==> src/rtl/sh_intc_arb.sv <==
// Interrupt arbiter for the SH core: picks the highest-priority pending NMI, IRL or
// on-chip request, presents it to the CPU, and completes the acknowledge handshake.
module sh_intc_arb #(
  parameter int NUM_SRC = 8,
  parameter int VEC_W   = 7
) (
  input  logic                     CLK,
  input  logic                     RST,
  input  logic                     CE_R,
  input  logic [NUM_SRC-1:0]       SRC_REQ,
  input  logic [4*NUM_SRC-1:0]     SRC_IP,
  input  logic [VEC_W*NUM_SRC-1:0] SRC_VEC,
  input  logic [3:0]               IRL_N,
  input  logic [7:0]               EXT_VEC,
  input  logic                     VECMD,
  input  logic                     NMI_N,
  input  logic                     NMIE,
  output logic [13:0]              INT_REQ,   // {LVL[3:0], VEC[7:0], RES, REQ}
  input  logic [4:0]               INT_ACK,   // {LVL[3:0], ACK}
  output logic [NUM_SRC-1:0]       SRC_CLR,
  output logic                     NMIL
);

  localparam int IDX_W = (NUM_SRC > 1) ? $clog2(NUM_SRC) : 1;

  typedef enum logic [1:0] {ST_IDLE, ST_REQ, ST_CLR} state_t;
  typedef enum logic [1:0] {K_ONCHIP, K_IRL, K_NMI} kind_t;

  state_t             state_q, state_d;
  kind_t              kind_q, kind_d;
  logic [IDX_W-1:0]   idx_q, idx_d;
  logic [3:0]         lvl_q, lvl_d;
  logic [7:0]         vec_q, vec_d;
  logic               req_q, req_d;
  logic [NUM_SRC-1:0] srcclr_q, srcclr_d;
  logic               sync1_q, sync2_q, prev_q;
  logic               nmi_pend_q, nmi_pend_d;

  logic               nmi_edge, nmi_act, nmi_clr;
  logic               oc_valid;
  logic [3:0]         oc_lvl;
  logic [7:0]         oc_vec;
  logic [IDX_W-1:0]   oc_idx;
  logic [3:0]         irl_lvl;
  logic [7:0]         irl_vec;
  logic               cand_valid;
  kind_t              cand_kind;
  logic [3:0]         cand_lvl;
  logic [7:0]         cand_vec;
  logic [IDX_W-1:0]   cand_idx;
  logic [4:0]         cand_rank, lat_rank;
  logic               lat_active;
  logic               unused_ack_lvl;

  assign unused_ack_lvl = ^INT_ACK[4:1];

  assign nmi_edge = NMIE ? (~prev_q & sync2_q) : (prev_q & ~sync2_q);
  assign nmi_clr  = (state_q == ST_CLR) && (kind_q == K_NMI);
  // While clearing an NMI only a fresh edge may re-arbitrate it from CLR.
  assign nmi_act    = nmi_clr ? nmi_edge : nmi_pend_q;
  assign nmi_pend_d = nmi_edge | (nmi_pend_q & ~nmi_clr);

  always_comb begin
    oc_valid = 1'b0;
    oc_lvl   = '0;
    oc_vec   = '0;
    oc_idx   = '0;
    for (int unsigned i = 0; i < NUM_SRC; i++) begin
      if (SRC_REQ[i] && (SRC_IP[4*i +: 4] != 4'd0) &&
          (!oc_valid || (SRC_IP[4*i +: 4] > oc_lvl))) begin
        oc_valid = 1'b1;
        oc_lvl   = SRC_IP[4*i +: 4];
        oc_vec   = 8'(SRC_VEC[VEC_W*i +: VEC_W]);
        oc_idx   = IDX_W'(i);
      end
    end
  end

  always_comb begin
    irl_lvl    = ~IRL_N;
    irl_vec    = VECMD ? EXT_VEC : (8'd64 + {5'd0, irl_lvl[3:1]});
    cand_valid = 1'b0;
    cand_kind  = K_ONCHIP;
    cand_lvl   = '0;
    cand_vec   = '0;
    cand_idx   = '0;
    if (nmi_act) begin
      cand_valid = 1'b1;
      cand_kind  = K_NMI;
      cand_lvl   = 4'hF;
      cand_vec   = 8'd11;
    end else if ((irl_lvl != 4'd0) && (irl_lvl >= oc_lvl)) begin
      cand_valid = 1'b1;
      cand_kind  = K_IRL;
      cand_lvl   = irl_lvl;
      cand_vec   = irl_vec;
    end else if (oc_valid) begin
      cand_valid = 1'b1;
      cand_lvl   = oc_lvl;
      cand_vec   = oc_vec;
      cand_idx   = oc_idx;
    end
    cand_rank = (cand_kind == K_NMI) ? 5'd16 : {1'b0, cand_lvl};
    lat_rank  = (kind_q == K_NMI) ? 5'd16 : {1'b0, lvl_q};
  end

  always_comb begin
    case (kind_q)
      K_NMI:   lat_active = nmi_pend_q;
      K_IRL:   lat_active = (irl_lvl != 4'd0);
      default: lat_active = SRC_REQ[idx_q] && (SRC_IP[4*int'(idx_q) +: 4] != 4'd0);
    endcase
  end

  always_comb begin
    state_d  = state_q;
    kind_d   = kind_q;
    idx_d    = idx_q;
    lvl_d    = lvl_q;
    vec_d    = vec_q;
    req_d    = req_q;
    srcclr_d = '0;
    case (state_q)
      ST_IDLE: begin
        if (cand_valid) begin
          state_d = ST_REQ;
          req_d   = 1'b1;
          kind_d  = cand_kind;
          idx_d   = cand_idx;
          lvl_d   = cand_lvl;
          vec_d   = cand_vec;
        end
      end
      ST_REQ: begin
        if (INT_ACK[0]) begin
          state_d = ST_CLR;
          req_d   = 1'b0;
          if (kind_q == K_ONCHIP) srcclr_d[idx_q] = 1'b1;
        end else if ((!lat_active || (cand_rank > lat_rank)) && cand_valid) begin
          kind_d = cand_kind;
          idx_d  = cand_idx;
          lvl_d  = cand_lvl;
          vec_d  = cand_vec;
        end else if (!lat_active) begin
          state_d = ST_IDLE;
          req_d   = 1'b0;
        end
      end
      default: begin
        // Re-arbitrating here keeps back-to-back requests to a single idle cycle.
        if (cand_valid) begin
          state_d = ST_REQ;
          req_d   = 1'b1;
          kind_d  = cand_kind;
          idx_d   = cand_idx;
          lvl_d   = cand_lvl;
          vec_d   = cand_vec;
        end else begin
          state_d = ST_IDLE;
        end
      end
    endcase
  end

  always_ff @(posedge CLK) begin
    if (RST) begin
      state_q    <= ST_IDLE;
      kind_q     <= K_ONCHIP;
      idx_q      <= '0;
      lvl_q      <= 4'hF;
      vec_q      <= '0;
      req_q      <= 1'b0;
      srcclr_q   <= '0;
      sync1_q    <= NMI_N;
      sync2_q    <= NMI_N;
      prev_q     <= NMI_N;
      nmi_pend_q <= 1'b0;
    end else if (CE_R) begin
      state_q    <= state_d;
      kind_q     <= kind_d;
      idx_q      <= idx_d;
      lvl_q      <= lvl_d;
      vec_q      <= vec_d;
      req_q      <= req_d;
      srcclr_q   <= srcclr_d;
      sync1_q    <= NMI_N;
      sync2_q    <= sync1_q;
      prev_q     <= sync2_q;
      nmi_pend_q <= nmi_pend_d;
    end
  end

  assign INT_REQ = {lvl_q, vec_q, 1'b0, req_q};
  assign SRC_CLR = srcclr_q;
  assign NMIL    = sync2_q;

endmodule

==> config.mk <==
export PLATFORM = sky130hd
export DESIGN_NAME = sh_intc_arb
export DESIGN_NICKNAME = d
export VERILOG_FILES = /design/src/rtl/sh_intc_arb.sv
export SDC_FILE = /design/constraint.sdc
export NUM_CORES = 1
export LEC_CHECK = 0
export CAP_MARGIN = 30
export CORE_ASPECT_RATIO = 1.4
export CORE_UTILIZATION = 50
export DETAILED_ROUTE_END_ITERATION = 8
export GPL_TIMING_DRIVEN = 0
export PLACE_DENSITY = 0.92
export REMOVE_ABC_BUFFERS = 1
export SETUP_SLACK_MARGIN = 0.1
export SLEW_MARGIN = 20
export SYNTH_ARGS = -nofsm -noshare
export SYNTH_HDL_FRONTEND = slang
export SYNTH_SLANG_ARGS = --single-unit
==> constraint.sdc <==
create_clock -name CLK -period 48.8 [get_ports CLK]
set_input_delay 9.76 -clock CLK [delete_from_list [all_inputs] [get_ports CLK]]
set_output_delay 9.76 -clock CLK [all_outputs]
set_load 0.02 [all_outputs]
==> impl_metrics.tcl <==
set metrics [dict create \
    rows 37 \
    timing.final.crit_share_pct 55.98 \
    relSlewSlack_pct 40.77 \
    ios 142 \
    grt_pass1_vias 4462 \
    via_per_inst 6.324 \
    criticalPathCategory "in2reg" \
    initial_utilization_pct 52.23 \
    tns_ns 0 \
    finalPower_uw 221.0 \
    drt_wl_total_mm 13.87 \
    max_freq_ghz 0.03660 \
    post_cts_buffers 0 \
    cts-root-buf "clkbuf_8" \
    die_area_um2 8098 \
    yosysTopAreaCellShare_pct 15.01 \
    nNetsFinal 783 \
    grt_usage_pct 34.03 \
    postCtsHoldBufs 0 \
    switchingPower_uw 108.9 \
    rsz0062_at_grt "no" \
    grt_max_degree 29 \
    gr-total-overflow 0 \
    drt-initial-drc-count 318 \
    layout-drive-gt1-share_pct 6.080 \
    dr_total_vias 4566 \
    fill_cells 597 \
    cp.arrival_ns 27.48 \
    yosysUniqueCellTypes 77 \
    n_antenna_cell 0 \
    grt_pass1_wl_mm 21.87 \
    end_kind "register" \
    drv_cap 0 \
    placed_cells 712 \
    crit_path_max_incr_delay_ns 0.70 \
    cp_common_cell "a21oi_1" \
    area_growth_pct 38.03 \
    cts_sinks 32 \
    dp_slack_ns 21.13 \
    ctsLongestPathBuffers 2 \
    final_cell_mix "clkdlybuf4s50_1 (135), nand2_1 (51), nor2_1 (42)" \
    post-dp-hpwl_mm 11.33 \
    synth_edf_count 3 \
    core_um2 7407 \
    seqPwrFrac_pct 16.8 \
    netSwitchingFraction_pct 49.27 \
    htree_num_levels 2 \
    hp-class "reg2reg" \
    layoutNonFillerInstCount 722 \
    final_util_pct 72.09 \
    clk_latency_ns 0.30 \
    finalSetupViolations 0 \
    layout_commonest_cell "clkdlybuf4s50_1" \
    clk_pin_slew_ns 0.07 \
    clockPowerShare_pct 9.5 \
    critical_path_required_ns 48.96 \
    synthCells 501 \
    p_leak_nw 2.159 \
    fin_crit_ns 27.32 \
    fp.dieW_um 76.34 \
    ant_nets 0 \
    yosys_warnings 0 \
    cts_tree "yes" \
    dr.pass1.iters 5 \
    antenna_found_initial 0 \
    startpoint_type "input port" \
    internal_power_uw 112.1 \
    ys_seq_elements 32 \
    ir_drop_mv 0.02457 \
    place.gp.congestion 1.062 \
    fp.dieH_um 106.1 \
    hold_viol 0 \
    yosysSeqAreaShare_pct 17.34 \
    tightest_slew_ns 0.8832 \
    io_buffers 136 \
    async_flop_share_pct 0 \
    crit_path_max_fanout 23 \
    finClkSkew_ns 0.01272 \
    pwr_density_cell_nw_per_um2 41.39 \
    routedWlPerCell_um 19.20 \
    synth_area_um2 3869 \
    cts_buffers 5 \
    comb_power_share_pct 73.7 \
    yosys-top-cells-area "dfxtp_1 (15%), ha_1 (13%), nand2_1 (4.9%), a21oi_1 (4.9%), nor2_1 (4.1%)" \
    avgSynthCellArea_um2 7.722 \
    multi_input_area_um2 2949 \
    seqCellArea_um2 670.6 \
    drc_errors 0 \
    slowest_stage "o21ai_1" \
    ys.flop_type "dfxtp_1" \
    status "finished clean" \
    timing.final.max_slew_violations 0 \
    cts_resized 0 \
    yosysTopAreaCell "dfxtp_1" \
    fin_ws_ns 21.48 \
]
==> critical path: cells and delay by family <==
family          cells  cell delay [ns]
compound gates     35             9.31
fa+ha+maj           9             2.47
buf+inv             5             1.47
mux                 2             0.62
simple gates       17             3.85
==> metrics by stage <==
stage / hold slack, ns / cell area [um2]
after detailed placement: 0.4492 / 5245
after global routing: 0.4824 / 5340
after floorplan: 0.4532 / 3747
final: 0.4615 / 5340
after global placement: 0.4359 / 5230
after CTS: 0.4651 / 5333
==> Yosys cell counts (5+ instances only) <==
library cell  instances
a31oi_1               6
nor2_1               42
buf_2                 6
dfxtp_1              29
nand2b_1              7
nand3_1              11
clkbuf_1              8
nor3_1               11
o21ai_0              23
and2_1               11
a21oi_1              38
a211o_1               5
o211ai_1             10
ha_1                 40
a221oi_1              5
o22ai_1               6
buf_4                 5
inv_1                34
a211oi_1             14
nor2b_1              11
a21o_1               10
nand2_1              51
o31ai_1              11
mux2i_1               6
a32o_1                5
==> power by group through the flow <==
stage                     combinational (mW)  clock (mW)  sequential [mW]
after floorplan                        0.103           0           0.0407
after global placement                 0.153           0           0.0372
after detailed placement               0.158           0           0.0375
after CTS                              0.159      0.0208           0.0370
after global routing                   0.178      0.0220           0.0376
final                                  0.163      0.0210           0.0372
==> logic make-up (layout without fill, tap and decap cells) <==
family	after synthesis	after routing	share of synthesized area (%)
AND/OR/NAND/NOR	170	170	21.41
adder cells (fa/ha/maj)	40	40	12.94
buffers and inverters	57	181	6.436
other	1	1	0.09693
flip-flops	32	32	17.34
AO/OA/AOI/OAI	190	190	38.20
multiplexers	11	11	3.590
==> per-layer routing <==
layer	vias to the layer above	part of all wire, %	track usage, %
met4	0	4.2	16.76
met2	231	51	63.13
met3	47	6.5	3.090
met5	-	0	0
li1	2167	-	-
met1	2121	38	38.51
==> registers in the layout (all words and copies together), names as in the netlist <==
| signal | count |
|---|---|
| SRC_CLR | 8 |
| vec_q | 8 |
| lvl_q | 4 |
| idx_q | 3 |
| kind_q | 2 |
| state_q | 2 |
| NMIL | 1 |
| nmi_pend_q | 1 |
| prev_q | 1 |
| req_q | 1 |
| sync1_q | 1 |
==> layout make-up <==
class,count,share of cell area [%]
clock buffers,5,1.289
clock inverters,3,0.3515
inverters,34,2.390
well taps,97,2.273
flip-flops and latches,32,12.56
multi-input cells,412,55.22
repair buffers,139,25.91
==> path summary, 6_finish.rpt <==
kind                             end               startpoint  slack (ns)  cells past startpoint
max reg2reg    vec_q[6]$_SDFFE_PP0P_   kind_q[0]$_SDFFE_PP0P_       44.97                     15
max            vec_q[6]$_SDFFE_PP0P_               SRC_REQ[0]       21.48                     68
min          SRC_CLR[7]$_SDFFE_PP0P_  SRC_CLR[7]$_SDFFE_PP0P_        0.46                      2
min reg2reg  SRC_CLR[7]$_SDFFE_PP0P_  SRC_CLR[7]$_SDFFE_PP0P_        0.46                      2
(Power assumes the default switching activity.)
